[src/rtl/simon_pkg.sv]
// Shared definitions for the SIMON block cipher cores.
// Holds the default word size / key-word count / round count, the FSM
// state type, the 62-bit z constant sequence used by the key schedule
// (bit 61 is the first element of the sequence), and the round function f().
// f() is written over a 64-bit container with the live width passed in,
// so a single function serves every word size up to 64 bits.
package simon_pkg;

    localparam int N_DEF = 16;
    localparam int M_DEF = 4;
    localparam int T_DEF = 32;

    // z0 sequence, first element in the MSB.
    localparam logic [61:0] Z_SEQ =
        62'b11111010_00100101_01100001_11001101_11110100_01001010_11000011_100110;

    typedef enum logic [1:0] {
        ST_IDLE = 2'd0,
        ST_RUN  = 2'd1,
        ST_DONE = 2'd2
    } state_e;

    // Wrap index (i - s) into the range [0, n).
    function automatic logic [5:0] rot_idx(input int i, input int s, input int n);
        int r;
        r = ((i - s) % n + n) % n;
        return 6'(r);
    endfunction

    // Bit i of f(x) = (rotl1(x) & rotl8(x)) ^ rotl2(x), rotations modulo n.
    function automatic logic simon_f_bit(input logic [63:0] x, input int n, input int i);
        logic b;
        if (i < n) begin
            b = (x[rot_idx(i, 1, n)] & x[rot_idx(i, 8, n)]) ^ x[rot_idx(i, 2, n)];
        end else begin
            b = 1'b0;
        end
        return b;
    endfunction

    // Full f(x) for an n-bit word held in the low bits of a 64-bit container.
    function automatic logic [63:0] simon_f(input logic [63:0] x, input int n);
        logic [63:0] r;
        r = 64'd0;
        for (int i = 0; i < 64; i++) begin
            r[i] = simon_f_bit(x, n, i);
        end
        return r;
    endfunction

endpackage

[src/rtl/simon_round.sv]
// One combinational SIMON Feistel round.
// Ports: x, y  - current state words (N bits each)
//        k     - round key (N bits)
//        x_next, y_next - state after the round:
//        x_next = y ^ f(x) ^ k, y_next = x
module simon_round
    import simon_pkg::*;
#(
    parameter int N = N_DEF
) (
    input  logic [N-1:0] x,
    input  logic [N-1:0] y,
    input  logic [N-1:0] k,
    output logic [N-1:0] x_next,
    output logic [N-1:0] y_next
);

    logic [63:0]  x_ext_s;
    logic [N-1:0] f_s;

    assign x_ext_s = 64'(x);

    for (genvar i = 0; i < N; i++) begin : g_f
        assign f_s[i] = simon_f_bit(x_ext_s, N, i);
    end

    assign x_next = y ^ f_s ^ k;
    assign y_next = x;

endmodule

[src/rtl/simon_encrypt_core.sv]
// Iterative SIMON encrypt/decrypt core, one round per clock.
// Ports: clk, nReset (async, active-low)
//        keys_valid/keys     - expanded round keys, keys[0] first encrypt key
//        in_valid/in_ready   - request handshake carrying pt and decrypt
//        out_valid/out_ready - result handshake carrying ct
//        busy                - high while rounds are being executed
// Decryption reuses the encrypt datapath: the input words are swapped,
// the round keys are applied in reverse order, and the result is swapped
// back. ct/out_valid/busy are registered and only non-zero in DONE/RUN.
module simon_encrypt_core
    import simon_pkg::*;
#(
    parameter int N = N_DEF,
    parameter int M = M_DEF,
    parameter int T = T_DEF
) (
    input  logic           clk,
    input  logic           nReset,
    input  logic           keys_valid,
    input  logic [N-1:0]   keys [T-1:0],
    input  logic           in_valid,
    output logic           in_ready,
    input  logic           decrypt,
    input  logic [2*N-1:0] pt,
    output logic           out_valid,
    input  logic           out_ready,
    output logic [2*N-1:0] ct,
    output logic           busy
);

    localparam int             RCW     = $clog2(T);
    localparam logic [RCW-1:0] RC_LAST = RCW'(T - 1);
    localparam logic [RCW-1:0] RC_ONE  = RCW'(1);

    // M is only carried for schedule compatibility; reject nonsense values.
    if (M < 2 || M > 4) begin : g_m_range
        $error("simon_encrypt_core: M must be 2..4");
    end

    state_e         state_r;
    state_e         state_next_s;
    logic [RCW-1:0] rc_r;
    logic [N-1:0]   x_r;
    logic [N-1:0]   y_r;
    logic           mode_r;

    logic           accept_s;
    logic           round_s;
    logic           last_round_s;
    logic [RCW-1:0] key_idx_s;
    logic [N-1:0]   k_s;
    logic [N-1:0]   x_rnd_s;
    logic [N-1:0]   y_rnd_s;

    logic [2*N-1:0] ct_r;
    logic [2*N-1:0] ct_next_s;
    logic           out_valid_r;
    logic           out_valid_next_s;
    logic           busy_r;
    logic           busy_next_s;

    assign in_ready     = (state_r == ST_IDLE) && keys_valid;
    assign accept_s     = in_valid && in_ready;
    // A round only happens while keys stay valid; otherwise RUN aborts.
    assign round_s      = (state_r == ST_RUN) && keys_valid;
    assign last_round_s = round_s && (rc_r == RC_LAST);
    assign key_idx_s    = mode_r ? (RC_LAST - rc_r) : rc_r;
    assign k_s          = keys[key_idx_s];

    simon_round #(
        .N (N)
    ) u_round (
        .x      (x_r),
        .y      (y_r),
        .k      (k_s),
        .x_next (x_rnd_s),
        .y_next (y_rnd_s)
    );

    // FSM state register.
    always_ff @(posedge clk or negedge nReset) begin
        if (!nReset) begin
            state_r <= ST_IDLE;
        end else begin
            state_r <= state_next_s;
        end
    end

    // FSM next-state logic.
    always_comb begin
        state_next_s = state_r;
        case (state_r)
            ST_IDLE: begin
                if (accept_s) begin
                    state_next_s = ST_RUN;
                end else begin
                    state_next_s = ST_IDLE;
                end
            end
            ST_RUN: begin
                if (!keys_valid) begin
                    state_next_s = ST_IDLE;
                end else if (last_round_s) begin
                    state_next_s = ST_DONE;
                end else begin
                    state_next_s = ST_RUN;
                end
            end
            ST_DONE: begin
                if (out_ready) begin
                    state_next_s = ST_IDLE;
                end else begin
                    state_next_s = ST_DONE;
                end
            end
            default: begin
                state_next_s = ST_IDLE;
            end
        endcase
    end

    // FSM output logic: next values of the registered outputs.
    always_comb begin
        ct_next_s        = {(2*N){1'b0}};
        out_valid_next_s = 1'b0;
        busy_next_s      = (state_next_s == ST_RUN);
        if (state_next_s == ST_DONE) begin
            out_valid_next_s = 1'b1;
            if (state_r == ST_RUN) begin
                // Decrypt ran on swapped words, so swap the result back.
                ct_next_s = mode_r ? {y_rnd_s, x_rnd_s} : {x_rnd_s, y_rnd_s};
            end else begin
                ct_next_s = ct_r;
            end
        end else begin
            ct_next_s        = {(2*N){1'b0}};
            out_valid_next_s = 1'b0;
        end
    end

    // Registered outputs.
    always_ff @(posedge clk or negedge nReset) begin
        if (!nReset) begin
            ct_r        <= {(2*N){1'b0}};
            out_valid_r <= 1'b0;
            busy_r      <= 1'b0;
        end else begin
            ct_r        <= ct_next_s;
            out_valid_r <= out_valid_next_s;
            busy_r      <= busy_next_s;
        end
    end

    // Datapath: capture on accept, one round per edge while running.
    always_ff @(posedge clk or negedge nReset) begin
        if (!nReset) begin
            x_r    <= {N{1'b0}};
            y_r    <= {N{1'b0}};
            rc_r   <= {RCW{1'b0}};
            mode_r <= 1'b0;
        end else if (accept_s) begin
            if (decrypt) begin
                x_r <= pt[N-1:0];
                y_r <= pt[2*N-1:N];
            end else begin
                x_r <= pt[2*N-1:N];
                y_r <= pt[N-1:0];
            end
            mode_r <= decrypt;
            rc_r   <= {RCW{1'b0}};
        end else if (round_s) begin
            x_r  <= x_rnd_s;
            y_r  <= y_rnd_s;
            rc_r <= last_round_s ? {RCW{1'b0}} : (rc_r + RC_ONE);
        end else begin
            x_r    <= x_r;
            y_r    <= y_r;
            rc_r   <= rc_r;
            mode_r <= mode_r;
        end
    end

    assign ct        = ct_r;
    assign out_valid = out_valid_r;
    assign busy      = busy_r;

endmodule

[config.mk]
export PLATFORM = sky130hd
export DESIGN_NAME = simon_encrypt_core
export DESIGN_NICKNAME = d
export VERILOG_FILES = /design/src/rtl/simon_pkg.sv /design/src/rtl/simon_round.sv /design/src/rtl/simon_encrypt_core.sv
export SDC_FILE = /design/constraint.sdc
export NUM_CORES = 1
export LEC_CHECK = 0
export ABC_AREA = 1
export CORE_AREA = 3 3 230 232
export CTS_BUF_LIST = sky130_fd_sc_hd__clkbuf_8
export DETAILED_ROUTE_END_ITERATION = 8
export DIE_AREA = 0 0 233 235
export MAX_ROUTING_LAYER = met4
export PLACE_DENSITY_LB_ADDON = 0.12
export SYNTH_ARGS = -nofsm -noshare
export SYNTH_HDL_FRONTEND = slang
export SYNTH_SLANG_ARGS = --single-unit
[constraint.sdc]
create_clock -name clk -period 5.9 [get_ports clk]
set_input_delay 1.18 -clock clk [delete_from_list [all_inputs] [get_ports clk]]
set_output_delay 1.18 -clock clk [all_outputs]
set_load 0.01 [all_outputs]
==> impl_metrics.toml <==
[setup_path]
slowest_stage = "nand2_4"
critical_path_depth = 13
end_kind = "register"
path_cells = "inv_2 > nand2_2 > nand2_4 > buf_12 > nand2_1 > nand3_1 > nand3_1 > nand3_1 > nand3_1 > nand3_1 > nand2_1 > nand2_1 > nand3_1"
path_delay_family = "simple AND/OR/NAND/NOR gates"
cpPeakStageDelay_ns = 0.79
path_class = "reg2reg"
startpoint_type = "register"
crit_top_cell = "nand3_1"
required_ns = 6.16
cp_max_fo = 67
path_buf_inv = 2
worst-r2r-cell-count = 13
r2r_setup_slack_ns = 1.83
crit_arrival_ns = 4.33

[global_route]
grt_overflow = 0
grt_max_degree = 129
grt_pass1_wl_um = 97000
grt_pass1_vias = 13700
grt_antenna_before_repair = 26
grt_use_total_pct = 24.7

[floorplan]
initial_core_util_pct = 18.5
die_width_um = 233
die_h_um = 235
die_area_um2 = 54800
std_cell_rows = 83
num_io_pins = 585
core_area_um2 = 51200

[job]
drv_cap = 0

[run_status]
status = "finished clean"

[timing]
report.final.slew_viol_count = 0
hold_viol = 0
rsz0062_at_grt = "false"
fin_crit_sh_pct = 69.0
post-route-min-period_ns = 4.07
worst_pin_slew_ns = 1.10
hold-worst-slack_ns = 0.480
fin_tns_setup_ns = 0
clock.fmax_ghz = 0.246
finClkSkew_ns = 0.00839
relSlewSlack_pct = 26.9
setup_violations = 0

[synth]
syn_nets = 2293
synth_area_leaders = "nand3_1 (34%), nand2_1 (27%), dfrtp_1 (20%), xor2_1 (3.1%), buf_2 (3.1%)"
synth_top_area_share_pct = 33.9
synth.yosys.warnings = 0
yosysSeqAreaShare_pct = 19.5
synth-seq-cells = 74
yosysTopAreaCell = "nand3_1"
netlist_instances = 1741
avgSynthCellArea_um2 = 5.44
synth_area_um2 = 9480
synthDistinctLibCells = 24

[final_layout]
stdcell_area_um2 = 16100
drive_gt1_share_pct = 2.34
regArea_um2 = 1850
most-common-layout-cells = "nand2_1 (671), nand3_1 (641), clkdlybuf4s50_1 (582)"
n_fill_cell = 5737
syn_to_final_growth_pct = 69.4
fin_nets = 2768
layout_commonest_cell = "nand2_1"
multi_input_area_um2 = 6770
utilization_pct = 31.4

[detailed_routing]
ant_nets = 0
drt-vias-per-instance = 4.80
vias = 14000
wl_per_cell_um = 23.6
drcViolationCount = 0
first_pass_iters = 5
routed_wl_um = 68800
drt_iter0_markers = 1042

[power_and_ir_drop]
finalPower_w = 0.00576
powerDensity_nw_per_um2 = 359
vdd_ir_drop_max_mv = 0.264
p_leak_nw = 7.00

[clock_tree]
post_cts_buffers = 0
clockBufferDepth = 2
cts_sinks = 74
cts_inserted_buffers = 9
htree_num_levels = 3
path_clk_slew_ns = 0.08
cts_tree = "built"
worstSkewPairLatency_ns = 0.37
cts-root-buf = "clkbuf_8"
cts_resized = 0
hold_buffers = 0

[placement]
numPortBuffers = 584
hpwl_um = 54900
place_area_um2 = 15800
routabilityCongestion = 0.906

[hold_path]
whs_path_depth = 2
worstHoldPathType = "reg2reg"
[final cells by class]
type / instances / area share, %
Multi-Input combinational cell: 1452 / 42.2
Timing Repair Buffer: 606 / 37.8
Sequential cell: 74 / 11.5
Tap cell: 680 / 5.30
Inverter: 73 / 1.71
Clock buffer: 9 / 0.772
Clock inverter: 6 / 0.475
Antenna cell: 18 / 0.281
[metal layers]
| layer | up-vias | GRT usage, % | routed length, um |
|---|---|---|---|
| met5 | - | - | 0 |
| met4 | 0 | 6.14 | 1610 |
| met3 | 68 | 4.34 | 4860 |
| met2 | 533 | 41.2 | 32800 |
| met1 | 6609 | 30.9 | 29500 |
| li1 | 6788 | - | - |
[power breakdown]
| part | internal (W) | total, W | switching [W] | leakage (nW) |
|---|---|---|---|---|
| Combinational | 0.00149 | 0.00460 | 0.00311 | 5.91 |
| Sequential | 0.000604 | 0.000737 | 0.000133 | 0.976 |
| Clock | 0.000231 | 0.000430 | 0.000199 | 0.113 |
[registers in the layout, indices dropped and copies added, names as in the netlist]
register   flops
ct            32
rc_r           5
out_valid      1
y_r           16
state_r        2
busy           1
x_r           16
mode_r         1
[metrics by stage]
stage | setup slack (ns) | instances
after floorplan | 3.20 | 1741
after global placement | 1.59 | 2885
after detailed placement | 1.49 | 2885
after CTS | 1.89 | 2900
after global routing | 1.53 | 2918
final | 1.83 | 2918
[cells in the mapped netlist]
cell,number
a21oi_1,34
a22o_1,1
a22oi_1,1
a31oi_1,1
a32o_1,1
buf_1,11
buf_2,59
buf_4,17
clkbuf_1,55
dfrtp_1,74
ha_1,2
inv_1,71
inv_2,2
nand2_1,673
nand2_2,4
nand3_1,641
nor2_1,2
nor3_1,3
o211ai_1,10
o21ai_0,25
o221ai_1,15
o22ai_1,1
xnor2_1,4
xor2_1,34
[logic make-up (layout without fill, tap and decap cells)]
logic type | Yosys count | after routing | share of synthesized area [%]
buf+inv | 215 | 694 | 9.97
other cells | 0 | 18 | 0
fa+ha+maj | 2 | 2 | 0.264
compound gates | 89 | 89 | 5.70
simple gates | 1323 | 1323 | 61.0
flops | 74 | 74 | 19.5
xor+xnor | 38 | 38 | 3.51
[worst register-to-register path, stage by stage (launching register included)]
cell     delay [ns]
dfrtp_1        0.39
inv_2          0.53
nand2_2        0.51
nand2_4        0.80
buf_12         0.46
nand2_1        0.12
nand3_1        0.08
nand3_1        0.14
nand3_1        0.16
nand3_1        0.25
nand3_1        0.24
nand2_1        0.13
nand2_1        0.09
nand3_1        0.06
[worst paths after layout]
check	from	to
min in group asynchronous	nReset	ct[17]
max in group asynchronous	nReset	y_r[12]
max	mode_r	x_r[1]
min reg2reg	ct[16]	ct[16]
max reg2reg	mode_r	x_r[1]
min	ct[16]	ct[16]
(Power assumes the default switching activity.)
